**src/rtl/sdc_wb_traffic_gen.sv**
```systemverilog
// Traffic generator for sdc_controller self-test: replays a table of Wishbone
// slave accesses, answers the controller's DMA master port with a fixed ack
// latency, and drives pseudo-random SD card lines.
module sdc_wb_traffic_gen #(
  parameter int unsigned AW        = 8,
  parameter int unsigned DW        = 32,
  parameter int unsigned N_ENTRY   = 16,
  parameter logic [31:0] SEED      = 32'h0000_0001,
  parameter int unsigned TIMEOUT   = 255,
  parameter int unsigned M_ACK_LAT = 9,
  parameter int unsigned SD_HOLD   = 10,
  localparam int unsigned IW       = $clog2(N_ENTRY),
  localparam int unsigned NW       = IW + 1,
  localparam int unsigned SELW     = DW / 8
) (
  input  logic            wb_clk_i,
  input  logic            wb_rst_i,
  input  logic            start_i,
  input  logic [NW-1:0]   n_entry_i,
  input  logic [7:0]      passes_i,
  input  logic            tbl_we_i,
  input  logic [IW-1:0]   tbl_idx_i,
  input  logic [AW-1:0]   tbl_adr_i,
  input  logic            tbl_wr_i,
  output logic [AW-1:0]   wb_adr_o,
  output logic [DW-1:0]   wb_dat_o,
  output logic [SELW-1:0] wb_sel_o,
  output logic            wb_we_o,
  output logic            wb_cyc_o,
  output logic            wb_stb_o,
  input  logic [DW-1:0]   wb_dat_i,
  input  logic            wb_ack_i,
  input  logic            m_wb_cyc_i,
  input  logic            m_wb_stb_i,
  output logic            m_wb_ack_o,
  output logic [DW-1:0]   m_wb_dat_o,
  input  logic            sd_en_i,
  output logic [3:0]      sd_dat_o,
  output logic            sd_cmd_o,
  output logic            busy_o,
  output logic            done_o,
  output logic            timeout_o,
  output logic [15:0]     xfer_cnt_o,
  output logic [DW-1:0]   rd_sig_o
);

  localparam logic [31:0] LFSR_TAPS = 32'h8020_0003;
  localparam int unsigned TW        = $clog2(TIMEOUT + 2);
  localparam int unsigned MW        = $clog2(M_ACK_LAT + 2);
  localparam int unsigned SDW       = $clog2(SD_HOLD + 1);

  typedef enum logic [2:0] {
    S_IDLE,
    S_REQ,
    S_WAIT,
    S_GAP,
    S_DONE
  } state_e;

  // 32-bit Galois LFSR, right shift
  function automatic logic [31:0] lfsr_step(input logic [31:0] v);
    return v[0] ? ((v >> 1) ^ LFSR_TAPS) : (v >> 1);
  endfunction

  // Access table (not reset)
  logic [AW-1:0]      tbl_adr_q [N_ENTRY];
  logic [N_ENTRY-1:0] tbl_wr_q;

  state_e          state_q, state_d;
  logic [IW-1:0]   entry_q, entry_d;
  logic [7:0]      pass_q, pass_d;
  logic [NW-1:0]   n_entry_q, n_entry_d;
  logic [7:0]      passes_q, passes_d;
  logic [TW-1:0]   wait_q, wait_d;
  logic [31:0]     lfsr_s_q, lfsr_s_d;
  logic            cyc_q, cyc_d;
  logic            we_q, we_d;
  logic [AW-1:0]   adr_q, adr_d;
  logic [DW-1:0]   dat_q, dat_d;
  logic [SELW-1:0] sel_q, sel_d;
  logic            busy_q, busy_d;
  logic            done_q, done_d;
  logic            timeout_q, timeout_d;
  logic [15:0]     xfer_q, xfer_d;
  logic [DW-1:0]   rd_sig_q, rd_sig_d;

  logic            issue;
  logic [IW-1:0]   issue_idx;
  logic [NW-1:0]   entry_inc;
  logic [7:0]      pass_inc;

  logic [MW-1:0]   m_cnt_q, m_cnt_d;
  logic            m_ack_q, m_ack_d;
  logic [31:0]     m_lfsr_q, m_lfsr_d;

  logic [SDW-1:0]  sd_cnt_q, sd_cnt_d;
  logic [31:0]     sd_lfsr_q, sd_lfsr_d;
  logic [31:0]     sd_next;
  logic [3:0]      sd_dat_q, sd_dat_d;
  logic            sd_cmd_q, sd_cmd_d;

  assign entry_inc = NW'(entry_q) + NW'(1);
  assign pass_inc  = pass_q + 8'd1;
  assign sd_next   = lfsr_step(sd_lfsr_q);

  // Table programming, accepted only while idle
  always_ff @(posedge wb_clk_i) begin
    if (tbl_we_i && (state_q == S_IDLE)) begin
      tbl_adr_q[tbl_idx_i] <= tbl_adr_i;
      tbl_wr_q[tbl_idx_i]  <= tbl_wr_i;
    end
  end

  // Sequencer next-state and registered-output logic
  always_comb begin
    state_d   = state_q;
    entry_d   = entry_q;
    pass_d    = pass_q;
    n_entry_d = n_entry_q;
    passes_d  = passes_q;
    wait_d    = wait_q;
    lfsr_s_d  = lfsr_s_q;
    cyc_d     = cyc_q;
    we_d      = we_q;
    adr_d     = adr_q;
    dat_d     = dat_q;
    sel_d     = sel_q;
    done_d    = 1'b0;
    timeout_d = timeout_q;
    xfer_d    = xfer_q;
    rd_sig_d  = rd_sig_q;
    issue     = 1'b0;
    issue_idx = '0;

    case (state_q)
      S_IDLE: begin
        if (start_i) begin
          entry_d   = '0;
          pass_d    = '0;
          timeout_d = 1'b0;
          xfer_d    = '0;
          rd_sig_d  = '0;
          n_entry_d = (n_entry_i > NW'(N_ENTRY)) ? NW'(N_ENTRY) : n_entry_i;
          passes_d  = passes_i;
          if ((n_entry_i == '0) || (passes_i == '0)) begin
            state_d = S_DONE;
            done_d  = 1'b1;
          end else begin
            issue = 1'b1;
          end
        end
      end
      S_REQ: begin
        state_d = S_WAIT;
        wait_d  = TW'(1);
      end
      S_WAIT: begin
        if (wb_ack_i) begin
          cyc_d   = 1'b0;
          we_d    = 1'b0;
          sel_d   = '0;
          state_d = S_GAP;
          if (xfer_q != 16'hFFFF) xfer_d = xfer_q + 16'd1;
          if (we_q) lfsr_s_d = lfsr_step(lfsr_s_q);
          else      rd_sig_d = {rd_sig_q[DW-2:0], rd_sig_q[DW-1]} ^ wb_dat_i;
        end else if (wait_q == TW'(TIMEOUT)) begin
          cyc_d     = 1'b0;
          we_d      = 1'b0;
          sel_d     = '0;
          timeout_d = 1'b1;
          state_d   = S_GAP;
        end else begin
          wait_d = wait_q + 1'b1;
        end
      end
      S_GAP: begin
        if (entry_inc == n_entry_q) begin
          entry_d = '0;
          if (pass_inc == passes_q) begin
            state_d = S_DONE;
            done_d  = 1'b1;
          end else begin
            pass_d = pass_inc;
            issue  = 1'b1;
          end
        end else begin
          entry_d   = entry_inc[IW-1:0];
          issue_idx = entry_inc[IW-1:0];
          issue     = 1'b1;
        end
      end
      S_DONE: begin
        state_d = S_IDLE;
      end
      default: begin
        state_d = S_IDLE;
      end
    endcase

    if (issue) begin
      state_d = S_REQ;
      cyc_d   = 1'b1;
      adr_d   = tbl_adr_q[issue_idx];
      we_d    = tbl_wr_q[issue_idx];
      dat_d   = lfsr_s_q[DW-1:0];
      sel_d   = '1;
      wait_d  = '0;
    end

    busy_d = (state_d != S_IDLE);
  end

  // Sequencer state register
  always_ff @(posedge wb_clk_i or negedge wb_rst_i) begin
    if (!wb_rst_i) begin
      state_q   <= S_IDLE;
      entry_q   <= '0;
      pass_q    <= '0;
      n_entry_q <= '0;
      passes_q  <= '0;
      wait_q    <= '0;
      lfsr_s_q  <= SEED;
      cyc_q     <= 1'b0;
      we_q      <= 1'b0;
      adr_q     <= '0;
      dat_q     <= '0;
      sel_q     <= '0;
      busy_q    <= 1'b0;
      done_q    <= 1'b0;
      timeout_q <= 1'b0;
      xfer_q    <= '0;
      rd_sig_q  <= '0;
    end else begin
      state_q   <= state_d;
      entry_q   <= entry_d;
      pass_q    <= pass_d;
      n_entry_q <= n_entry_d;
      passes_q  <= passes_d;
      wait_q    <= wait_d;
      lfsr_s_q  <= lfsr_s_d;
      cyc_q     <= cyc_d;
      we_q      <= we_d;
      adr_q     <= adr_d;
      dat_q     <= dat_d;
      sel_q     <= sel_d;
      busy_q    <= busy_d;
      done_q    <= done_d;
      timeout_q <= timeout_d;
      xfer_q    <= xfer_d;
      rd_sig_q  <= rd_sig_d;
    end
  end

  // DMA master responder: ack after M_ACK_LAT+1 strobed cycles, data steps after each ack
  always_comb begin
    m_cnt_d  = m_cnt_q;
    m_ack_d  = 1'b0;
    m_lfsr_d = m_lfsr_q;
    if (m_ack_q) m_lfsr_d = lfsr_step(m_lfsr_q);
    if (m_wb_cyc_i && m_wb_stb_i) begin
      if (m_cnt_q == MW'(M_ACK_LAT)) begin
        m_ack_d = 1'b1;
        m_cnt_d = '0;
      end else begin
        m_cnt_d = m_cnt_q + 1'b1;
      end
    end else begin
      m_cnt_d = '0;
    end
  end

  // SD line driver: new random value every SD_HOLD cycles, idle lines when disabled
  always_comb begin
    sd_cnt_d  = sd_cnt_q;
    sd_lfsr_d = sd_lfsr_q;
    sd_dat_d  = sd_dat_q;
    sd_cmd_d  = sd_cmd_q;
    if (sd_en_i) begin
      if (sd_cnt_q == SDW'(SD_HOLD - 1)) begin
        sd_cnt_d  = '0;
        sd_lfsr_d = sd_next;
        sd_dat_d  = sd_next[3:0];
        sd_cmd_d  = sd_next[4];
      end else begin
        sd_cnt_d = sd_cnt_q + 1'b1;
      end
    end else begin
      sd_cnt_d = '0;
      sd_dat_d = 4'hF;
      sd_cmd_d = 1'b1;
    end
  end

  // Master responder and SD driver registers
  always_ff @(posedge wb_clk_i or negedge wb_rst_i) begin
    if (!wb_rst_i) begin
      m_cnt_q   <= '0;
      m_ack_q   <= 1'b0;
      m_lfsr_q  <= SEED;
      sd_cnt_q  <= '0;
      sd_lfsr_q <= SEED;
      sd_dat_q  <= 4'hF;
      sd_cmd_q  <= 1'b1;
    end else begin
      m_cnt_q   <= m_cnt_d;
      m_ack_q   <= m_ack_d;
      m_lfsr_q  <= m_lfsr_d;
      sd_cnt_q  <= sd_cnt_d;
      sd_lfsr_q <= sd_lfsr_d;
      sd_dat_q  <= sd_dat_d;
      sd_cmd_q  <= sd_cmd_d;
    end
  end

  assign wb_adr_o   = adr_q;
  assign wb_dat_o   = dat_q;
  assign wb_sel_o   = sel_q;
  assign wb_we_o    = we_q;
  assign wb_cyc_o   = cyc_q;
  assign wb_stb_o   = cyc_q;
  assign m_wb_ack_o = m_ack_q;
  assign m_wb_dat_o = m_lfsr_q[DW-1:0];
  assign sd_dat_o   = sd_dat_q;
  assign sd_cmd_o   = sd_cmd_q;
  assign busy_o     = busy_q;
  assign done_o     = done_q;
  assign timeout_o  = timeout_q;
  assign xfer_cnt_o = xfer_q;
  assign rd_sig_o   = rd_sig_q;

endmodule
```
**config.mk**
```make
export PLATFORM = sky130hd
export DESIGN_NAME = sdc_wb_traffic_gen
export DESIGN_NICKNAME = d
export VERILOG_FILES = /design/src/rtl/sdc_wb_traffic_gen.sv
export SDC_FILE = /design/constraint.sdc
export NUM_CORES = 1
export LEC_CHECK = 0
export BUFFER_PORTS_ARGS = -buffer_cell sky130_fd_sc_hd__buf_4
export CAP_MARGIN = 20
export CORE_AREA = 4 4 193 195
export CTS_CLUSTER_DIAMETER = 30
export DETAILED_ROUTE_END_ITERATION = 16
export DIE_AREA = 0 0 197 199
export HOLD_SLACK_MARGIN = 0.06
export PLACE_DENSITY = 0.66
export SLEW_MARGIN = 20
export SYNTH_ARGS = -nofsm -noshare
export SYNTH_HDL_FRONTEND = slang
export SYNTH_SLANG_ARGS = --single-unit
```
**constraint.sdc**
```tcl
create_clock -name wb_clk_i -period 2.7 [get_ports wb_clk_i]
set_input_delay 0.27 -clock wb_clk_i [delete_from_list [all_inputs] [get_ports wb_clk_i]]
set_output_delay 0.27 -clock wb_clk_i [all_outputs]
set_load 0.03 [all_outputs]
```
# Word level (Yosys, flattened, before mapping)
# Memories as Yosys holds them, arrays and structs flattened. A register that Yosys moved wholly into a read port is not among the register bits.
# Index checks and enable logic that the tools add are counted.
# W data, S select, Z words.
# op_classes
n_reduce_logical	24
n_lt_le_gt_ge	4
n_mux	72
n_addsub	6
n_eq_ne	20
n_bitwise	4
# op_table
operator	n
$mux W32	6
$pmux W32 S2	1
$mux W4	13
$mux W16	3
$pmux W16 S2	1
$xor A32 B32 Y32	1
$mux W9	3
$mux W1	24
$mux W8	3
$mux W3	7
$pmux W9 S2	1
$add A16 B1 Y16 const B	1
$bwmux W16	1
$ne A16 B16 Y1 const B	1
$ne A2 B2 Y1 const B	8
$pmux W8 S2	1
$reduce_and A4 Y1	4
$not A3 Y4	3
$pmux W3 S4	1
$lt A4 B5 Y1 const B	2
$add A9 B1 Y9 const B	1
$eq A9 B8 Y1 const B	1
$reduce_bool A3 Y1	3
$add A4 B1 Y4 const B	2
25 further kinds	38
# word_totals
n_memories	1
regBits	252
ram_bits	128
inputBits	66
output_inout_bits	136
elab_cells	155
# mem_list
memory	depth	word_bits	rd	rd_ports_with_merged_regs	write_ports	line_no	source
tbl_adr_q	16	8	1	1	1	66	logic [AW-1:0] tbl_adr_q [N_ENTRY];

# Longest topological paths before layout
# Gate-level depths: netlist of run 1.
# logic_depth
ltp_word	7
ltp_mapped	11
depth_no_buf	10

# Least setup slack after synthesis of run 1
# Ideal clock, no wire load.
# synth_timing
path_type	flip-flop to flip-flop
from	register pass_q[0]
to	register dat_q[29], in the netlist wb_dat_o[29]
path_buffers	1
required_time_ns	2.575
setup_ns	0.125
synth_period_minus_slack_ns	2.448
setup_slack_ns	0.252
t_arrival_ns	2.323
stages_incl_launch_ff	9
path_cell_list	dfrtp_1 -> ha_1 -> xor3_1 -> nor3_2 -> o2111ai_2 -> o31ai_4 -> nand3_2 -> buf_4 -> mux2_4
# synth_between
elab_chain_len	5
# synth_lines
element	line_no	source
start: declaration	71	logic [7:0] pass_q, pass_d;
start signal: assignment	236	pass_q <= pass_d;
$add A8 B1 Y8	103	assign pass_inc = pass_q + 8'd1;
$eq A8 B8 Y1	179	if (pass_inc == passes_q) begin
$mux W1	179	
$mux W1	177	if (entry_inc == n_entry_q) begin
$pmux W1 S2	135	case (state_q)
end signal: assignment	244	dat_q <= dat_d;
end: declaration	79	logic [DW-1:0] dat_q, dat_d;
# Every way passes these cells.
# A chain may end at the register's enable or synchronous reset.

# Worst setup path after layout of run 1
# layout_timing
from	register pass_q[1]
to	register dat_q[8], in the netlist wb_dat_o[8]
# The elaborated chain is that of the path after synthesis.

==> key figures, run 1 <==
Run status
  • Status: completed

GRT
  • Vias in the first global route: 11800
  • Global-route met1 utilization: 26.0%
  • Initial antenna violation count: 0
  • Overflow after GRT: 0
  • Pin count of the biggest net entering global routing: 72
  • M3 GR Usage: 4.15%
  • Most crowded layer after global routing: met2
  • Met2 usage: 34.6%
  • All-Layer GR Usage: 20.3%
  • First-pass GRT wire length: 63900 um

STA
  • Final Worst Setup Slack: 0.151 ns
  • Max-slew violation count: 0
  • Final Hold Fails: 0
  • Fin crit period: 2.55 ns
  • RSZ-0062 raised after global routing: no
  • Slew @ Worst Pin: 0.858 ns
  • Hold slack final: 0.0749 ns
  • Layout Skew: 0.0199 ns
  • Tcrit/Tclk final: 94.4%
  • Final setup TNS: 0 ns
  • Worst slew margin: 42.7%
  • Final setup fails: 0
  • Fmax: 392 MHz

Placement
  • Gpl congestion: 0.844
  • Pre-CTS setup slack: 0.0609 ns
  • Port-buffer cells: 201
  • Hpwl dp: 25800 um

Worst setup path
  • Crit-path max cell delay: 0.45 ns
  • Reg2Reg Setup Slack: 0.15 ns
  • Cell family with most CP delay: compound AO/OA/AOI/OAI gates
  • Critical-path cell list: ha_4 > xor3_1 > nor3_2 > o2111ai_2 > o31ai_4 > nand3_2 > buf_12 > mux2_4
  • Worst path buffer plus inverter count: 1
  • Worst path slowest cell: dfrtp_1
  • Critical Path RT: 3.15 ns
  • Endpoint type of the worst setup path: register
  • Crit Path Class: register to register
  • Critical Path AT: 3.00 ns
  • Setup crit start kind: register
  • Top fanout value on the critical path: 50

Power
  • Pint: 16.5 mW
  • Power Total: 24.7 mW
  • Leakage: 9.79 nW
  • VDD IR max: 816 uV
  • Switching fraction of total power: 33.4%
  • Combinational power share: 29.0%
  • Psw: 8.26 mW
  • Pwr dens: 1110 nW/um^2
  • Clk pwr share: 42.0%
  • Sequential fraction of design power: 29.0%

Clock network
  • Clk buf depth: 3
  • Clock Tree Root: clkbuf_16
  • CTS sink cnt: 384
  • H-tree Lvls: 3
  • Clock transition at path regs: 0.05 ns
  • CTS tree: yes
  • CTS buffer count: 82
  • Clk Latency, worst-skew pair: 0.57 ns

Min path
  • Hold Crit Class: input pin to register

Logic synthesis
  • Synth Area in Compound Gates: 7.68%
  • Post-synth top area share: 35.3%
  • Async set-reset flop share out of synthesis: 62.5%
  • Post-Synth Adder-Cell Area: 0.684%
  • Cell with the most instances after synthesis: dfrtp_1
  • Mapped Nets: 1371
  • Top cells by area, synth: dfrtp_1 35%, edfxtp_1 26%, nand2_1 4.5%
  • Synth Area in XOR/XNOR: 3.99%
  • Most common library cells after synthesis: 232 x dfrtp_1, 199 x nand2_1, 144 x edfxtp_1, 74 x nor2_1, 59 x mux2_2
  • Syn Area/Cell: 12.7 um^2
  • FF+latch count, synth: 384
  • Simple-Gate Fraction of Synth Area: 11.9%
  • Mux contribution to synthesized area: 10.4%
  • Largest family of logic cells by synthesized area: simple AND/OR/NAND/NOR gates
  • Yosys top cell by area: dfrtp_1
  • Sequential area share after synthesis: 62.8%
  • Syn Inst Count: 1296
  • Netlist cell types: 72
  • Warnings from Yosys: 0
  • Mapped Area: 16500 um^2
  • Top FF cell, synth: dfrtp_1
  • EDFF count, synth: 144

Floorplanning
  • Die area: 39200 um^2
  • Die H: 199 um
  • DIE WIDTH: 197 um
  • Num rows: 69
  • Starting Density: 46.5%
  • Core Area: 35400 um^2
  • Ports: 202

Finish
  • Nets: 1686
  • Antenna Cells: 0
  • Layout cells sized above 1: 31.6%
  • Area delta synth->final: 35.0%

Route
  • Routed Antenna Nets: 0
  • Drt total wl: 40400 um
  • Via count: 11550
  • Initial DRC count: 711
  • 1st-pass router iterations: 5
  • Drt drc: 0
  • Via-per-instance ratio: 5.39
  • DR WL/cell: 18.9 um

Run
  • Max cap viols: 0
## sequential cells by signal (all words and copies together), names as in the netlist, 5 cells and up
| register | count |
|---|---|
| m_wb_dat_o | 32 |
| n_entry_q | 5 |
| sd_lfsr_q | 32 |
| tbl_adr_q | 128 |
| tbl_wr_q | 16 |
| passes_q | 8 |
| wb_dat_o | 32 |
| lfsr_s_q | 32 |
| xfer_cnt_o | 16 |
| wb_adr_o | 8 |
| rd_sig_o | 32 |
| pass_q | 8 |
| wait_q | 9 |
## path summary, 6_finish.rpt
| kind | to | start | depth (start not counted) |
|---|---|---|---|
| hold / removal | tbl_adr_q[12][4] | tbl_adr_i[4] | 1 |
| hold reg to reg | sd_lfsr_q[14] | sd_lfsr_q[15] | 2 |
| setup / recovery | wb_dat_o[8] | pass_q[1] | 8 |
| max in group asynchronous | xfer_cnt_o[3] | wb_rst_i | 3 |
| setup reg to reg | wb_dat_o[8] | pass_q[1] | 8 |
| min in group asynchronous | m_wb_dat_o[2] | wb_rst_i | 2 |
## cell type report
class | count | area [um^2]
Clock buffer | 98 | 2270
Clock inverter | 56 | 681
Fill cell | 2626 | 13200
Inverter | 10 | 37.5
Multi-Input combinational cell | 822 | 5770
Sequential cell | 384 | 10300
Tap cell | 461 | 577
Timing Repair Buffer | 311 | 2550
## power by group through the flow
stage / Clock (mW) / Sequential (mW) / Combinational (mW)
after floorplan: 0 / 7.70 / 4.36
after global placement: 0 / 7.24 / 6.97
after detailed placement: 0 / 7.26 / 7.06
after CTS: 10.5 / 7.17 / 7.15
after global routing: 10.9 / 7.24 / 7.71
final: 10.4 / 7.18 / 7.18
## placed cells by master, fill, tap and decap left out, types with 37 or more instances in the layout
master         instances
mux2i_1               37
buf_4                247
a21oi_1               41
dfrtp_1              232
nor2_1                74
nor3_1                39
clkbuf_16             87
dlygate4sd3_1         58
mux2_2                59
edfxtp_1             144
xnor2_1               49
nand2_1              199
## metal layers
| layer | share of wire (%) | vias up |
|---|---|---|
| met3 | 6.3 | 96 |
| met5 | 0 | - |
| met1 | 41 | 5705 |
| li1 | - | 5345 |
| met4 | 2.9 | 0 |
| met2 | 50 | 404 |
## stage by stage
stage | std cells | utilization, % | cell area (um^2)
6_report | 2142 | 62.8 | 22200
5_1_grt | 2142 | 62.8 | 22200
4_1_cts | 2141 | 62.7 | 22200
3_5_place_dp | 1929 | 52.7 | 18700
3_3_place_gp | 1929 | 52.7 | 18700
2_1_floorplan | 1296 | - | 16500
## worst reg2reg max path, delay by kind of cell (launching register included)
kind                       cells  cell delay [ns]
muxes                          1             0.39
DFF                            1             0.45
adders and majority gates      1             0.19
AOI/OAI and AO/OA              2             0.49
buffers and inverters          1             0.22
xor gates and xnor gates       1             0.41
and+or+nand+nor                2             0.28
## logic make-up after synthesis
| group | Yosys count |
|---|---|
| mux | 137 |
| buf+inv | 90 |
| xor+xnor | 70 |
| compound gates | 176 |
| flops | 384 |
| fa+ha+maj | 9 |
| simple gates | 430 |
## timing repair
action	4_1_cts	5_1_grt
resized for setup	0	5
setup endpoints to repair	0	47
endpoints found under the hold margin	219	0
hold buffers	58	0
setup buffers	0	1
Power figures use the tool's default switching activity.
==> run 2, diff against run 1 <==
--- a/config.mk
+++ b/config.mk
@@ -8,6 +8,7 @@
 export BUFFER_PORTS_ARGS = -buffer_cell sky130_fd_sc_hd__buf_4
 export CAP_MARGIN = 20
 export CORE_AREA = 4 4 193 195
+export CTS_BUF_LIST = sky130_fd_sc_hd__clkbuf_16
 export CTS_CLUSTER_DIAMETER = 30
 export DETAILED_ROUTE_END_ITERATION = 16
 export DIE_AREA = 0 0 197 199
==> key figures, run 2 (synthesis gave the netlist of run 1 again) <==
Placement
  • Pre-CTS setup slack: 0.0609 ns
  • Gpl congestion: 0.844
  • Hpwl dp: 25800 um
  • Placed cell count: 1929
  • Port-buffer cells: 201

Floorplanning
  • Die area: 39200 um^2
  • Starting Density: 46.5%
  • Die H: 199 um
  • Ports: 202
  • DIE WIDTH: 197 um
  • Num rows: 69
  • Core Area: 35400 um^2

STA
  • Tcrit/Tclk final: 94.7%
  • Fmax: 391 MHz
  • RSZ-0062 raised after global routing: no
  • Max-slew violation count: 0
  • Final setup fails: 0
  • Layout Skew: 0.0215 ns
  • Final setup TNS: 0 ns
  • Slew @ Worst Pin: 0.860 ns
  • Final Worst Setup Slack: 0.142 ns
  • Final Hold Fails: 0
  • Hold slack final: 0.0830 ns
  • Worst slew margin: 42.6%
  • Fin crit period: 2.56 ns

Worst setup path
  • Top fanout value on the critical path: 50
  • Crit Path Class: register to register
  • Reg2Reg Setup Slack: 0.14 ns
  • Endpoint type of the worst setup path: register
  • Setup crit start kind: register
  • Critical Path AT: 3.01 ns
  • Critical Path RT: 3.15 ns

GRT
  • First-pass GRT wire length: 63900 um
  • Pin count of the biggest net entering global routing: 72
  • Vias in the first global route: 11826
  • Overflow after GRT: 0
  • All-Layer GR Usage: 20.3%
  • Initial antenna violation count: 0

Route
  • Via-per-instance ratio: 5.38
  • Drt drc: 0
  • Routed Antenna Nets: 0
  • Drt total wl: 40400 um
  • DR WL/cell: 18.9 um
  • Top sig layer: met4
  • Routed met1 length: 16500 um
  • Via count: 11532
  • Initial DRC count: 702
  • Met3 wire length: 2710 um
  • DR WL met2: 19900 um
  • 1st-pass router iterations: 5

Power
  • Power Total: 24.6 mW
  • VDD IR max: 812 uV
  • Leakage: 9.79 nW
  • Pwr dens: 1110 nW/um^2

Run
  • Max cap viols: 0

Finish
  • Final non-filler cell total: 2142
  • Layout cells sized above 1: 31.3%
  • Nets: 1686
  • Commonest non-fill, non-tap cell in the layout: buf_4
  • Antenna Cells: 0
  • Max reg flops: 128
  • Largest register by flop count: tbl_adr_q
  • Most frequent cells in the layout: 247 x buf_4, 232 x dfrtp_1, 199 x nand2_1
  • Area delta synth->final: 34.7%

Clock network
  • Clock Tree Root: clkbuf_16
  • CTS tree: yes
  • H-tree Lvls: 3
  • Clk buf depth: 3
  • CTS buffer count: 82
  • CTS sink cnt: 384
  • Clock transition at path regs: 0.05 ns
  • Clk Latency, worst-skew pair: 0.57 ns

Run status
  • Status: completed

Min path
  • Hold Crit Class: input pin to register
[run 2: cell count changes in the layout (fill, tap and decap cells not counted), sizes merged]
cell | previous run | this run
inv | 16 | 22
clkbuf | 98 | 87
clkinv | 27 | 32
[run 2: worst paths after layout]
path | start | to | cells past startpoint
setup / recovery | pass_q[1] | wb_dat_o[8] | 8
hold reg to reg | sd_lfsr_q[19] | sd_lfsr_q[18] | 2
max in group asynchronous | wb_rst_i | xfer_cnt_o[3] | 3
min in group asynchronous | wb_rst_i | m_wb_dat_o[2] | 2
hold / removal | tbl_adr_i[4] | tbl_adr_q[12][4] | 1
setup reg to reg | pass_q[1] | wb_dat_o[8] | 8
[run 2: stage by stage]
step           instance area (um^2)  util [%]
2_1_floorplan                 16500         -
3_3_place_gp                  18700      52.7
3_5_place_dp                  18700      52.7
4_1_cts                       22100      62.6
5_1_grt                       22200      62.7
6_report                      22200      62.7
[run 2: per-layer routing]
layer / track usage (%) / vias up
met4: 7.58 / 0
li1: - / 5340
met5: 0 / -
met1: 26.0 / 5672
met3: 4.12 / 103
met2: 34.5 / 417
[run 2: report_power, final]
| part | total [mW] | switching (mW) | internal (mW) |
|---|---|---|---|
| registers | 7.18 | 0.573 | 6.61 |
| clock network | 10.2 | 3.28 | 6.92 |
| logic | 7.17 | 4.39 | 2.79 |
[run 2: layout make-up]
class,count,area (um^2)
fill,2627,13200
timing repair buffer,311,2550
clock buffer,87,2180
clock inverter,67,722
multi-input combinational,822,5770
inverter,10,37.5
tap,461,577
sequential,384,10300
[run 2: critical path, stage by stage, from the launching register on]
cell and delay [ns]:
dfrtp_1 0.44, ha_4 0.19, xor3_1 0.41, nor3_2 0.14, o2111ai_2 0.19, o31ai_4 0.30
nand3_2 0.14, buf_12 0.22, mux2_4 0.35
[run 2: what timing repair did]
action | in CTS | in global routing
gates resized for setup | 0 | 5
hold buffers | 58 | 0
buffers inserted | 0 | 1
endpoints found under the hold margin | 221 | 0
setup endpoints to repair | 0 | 48
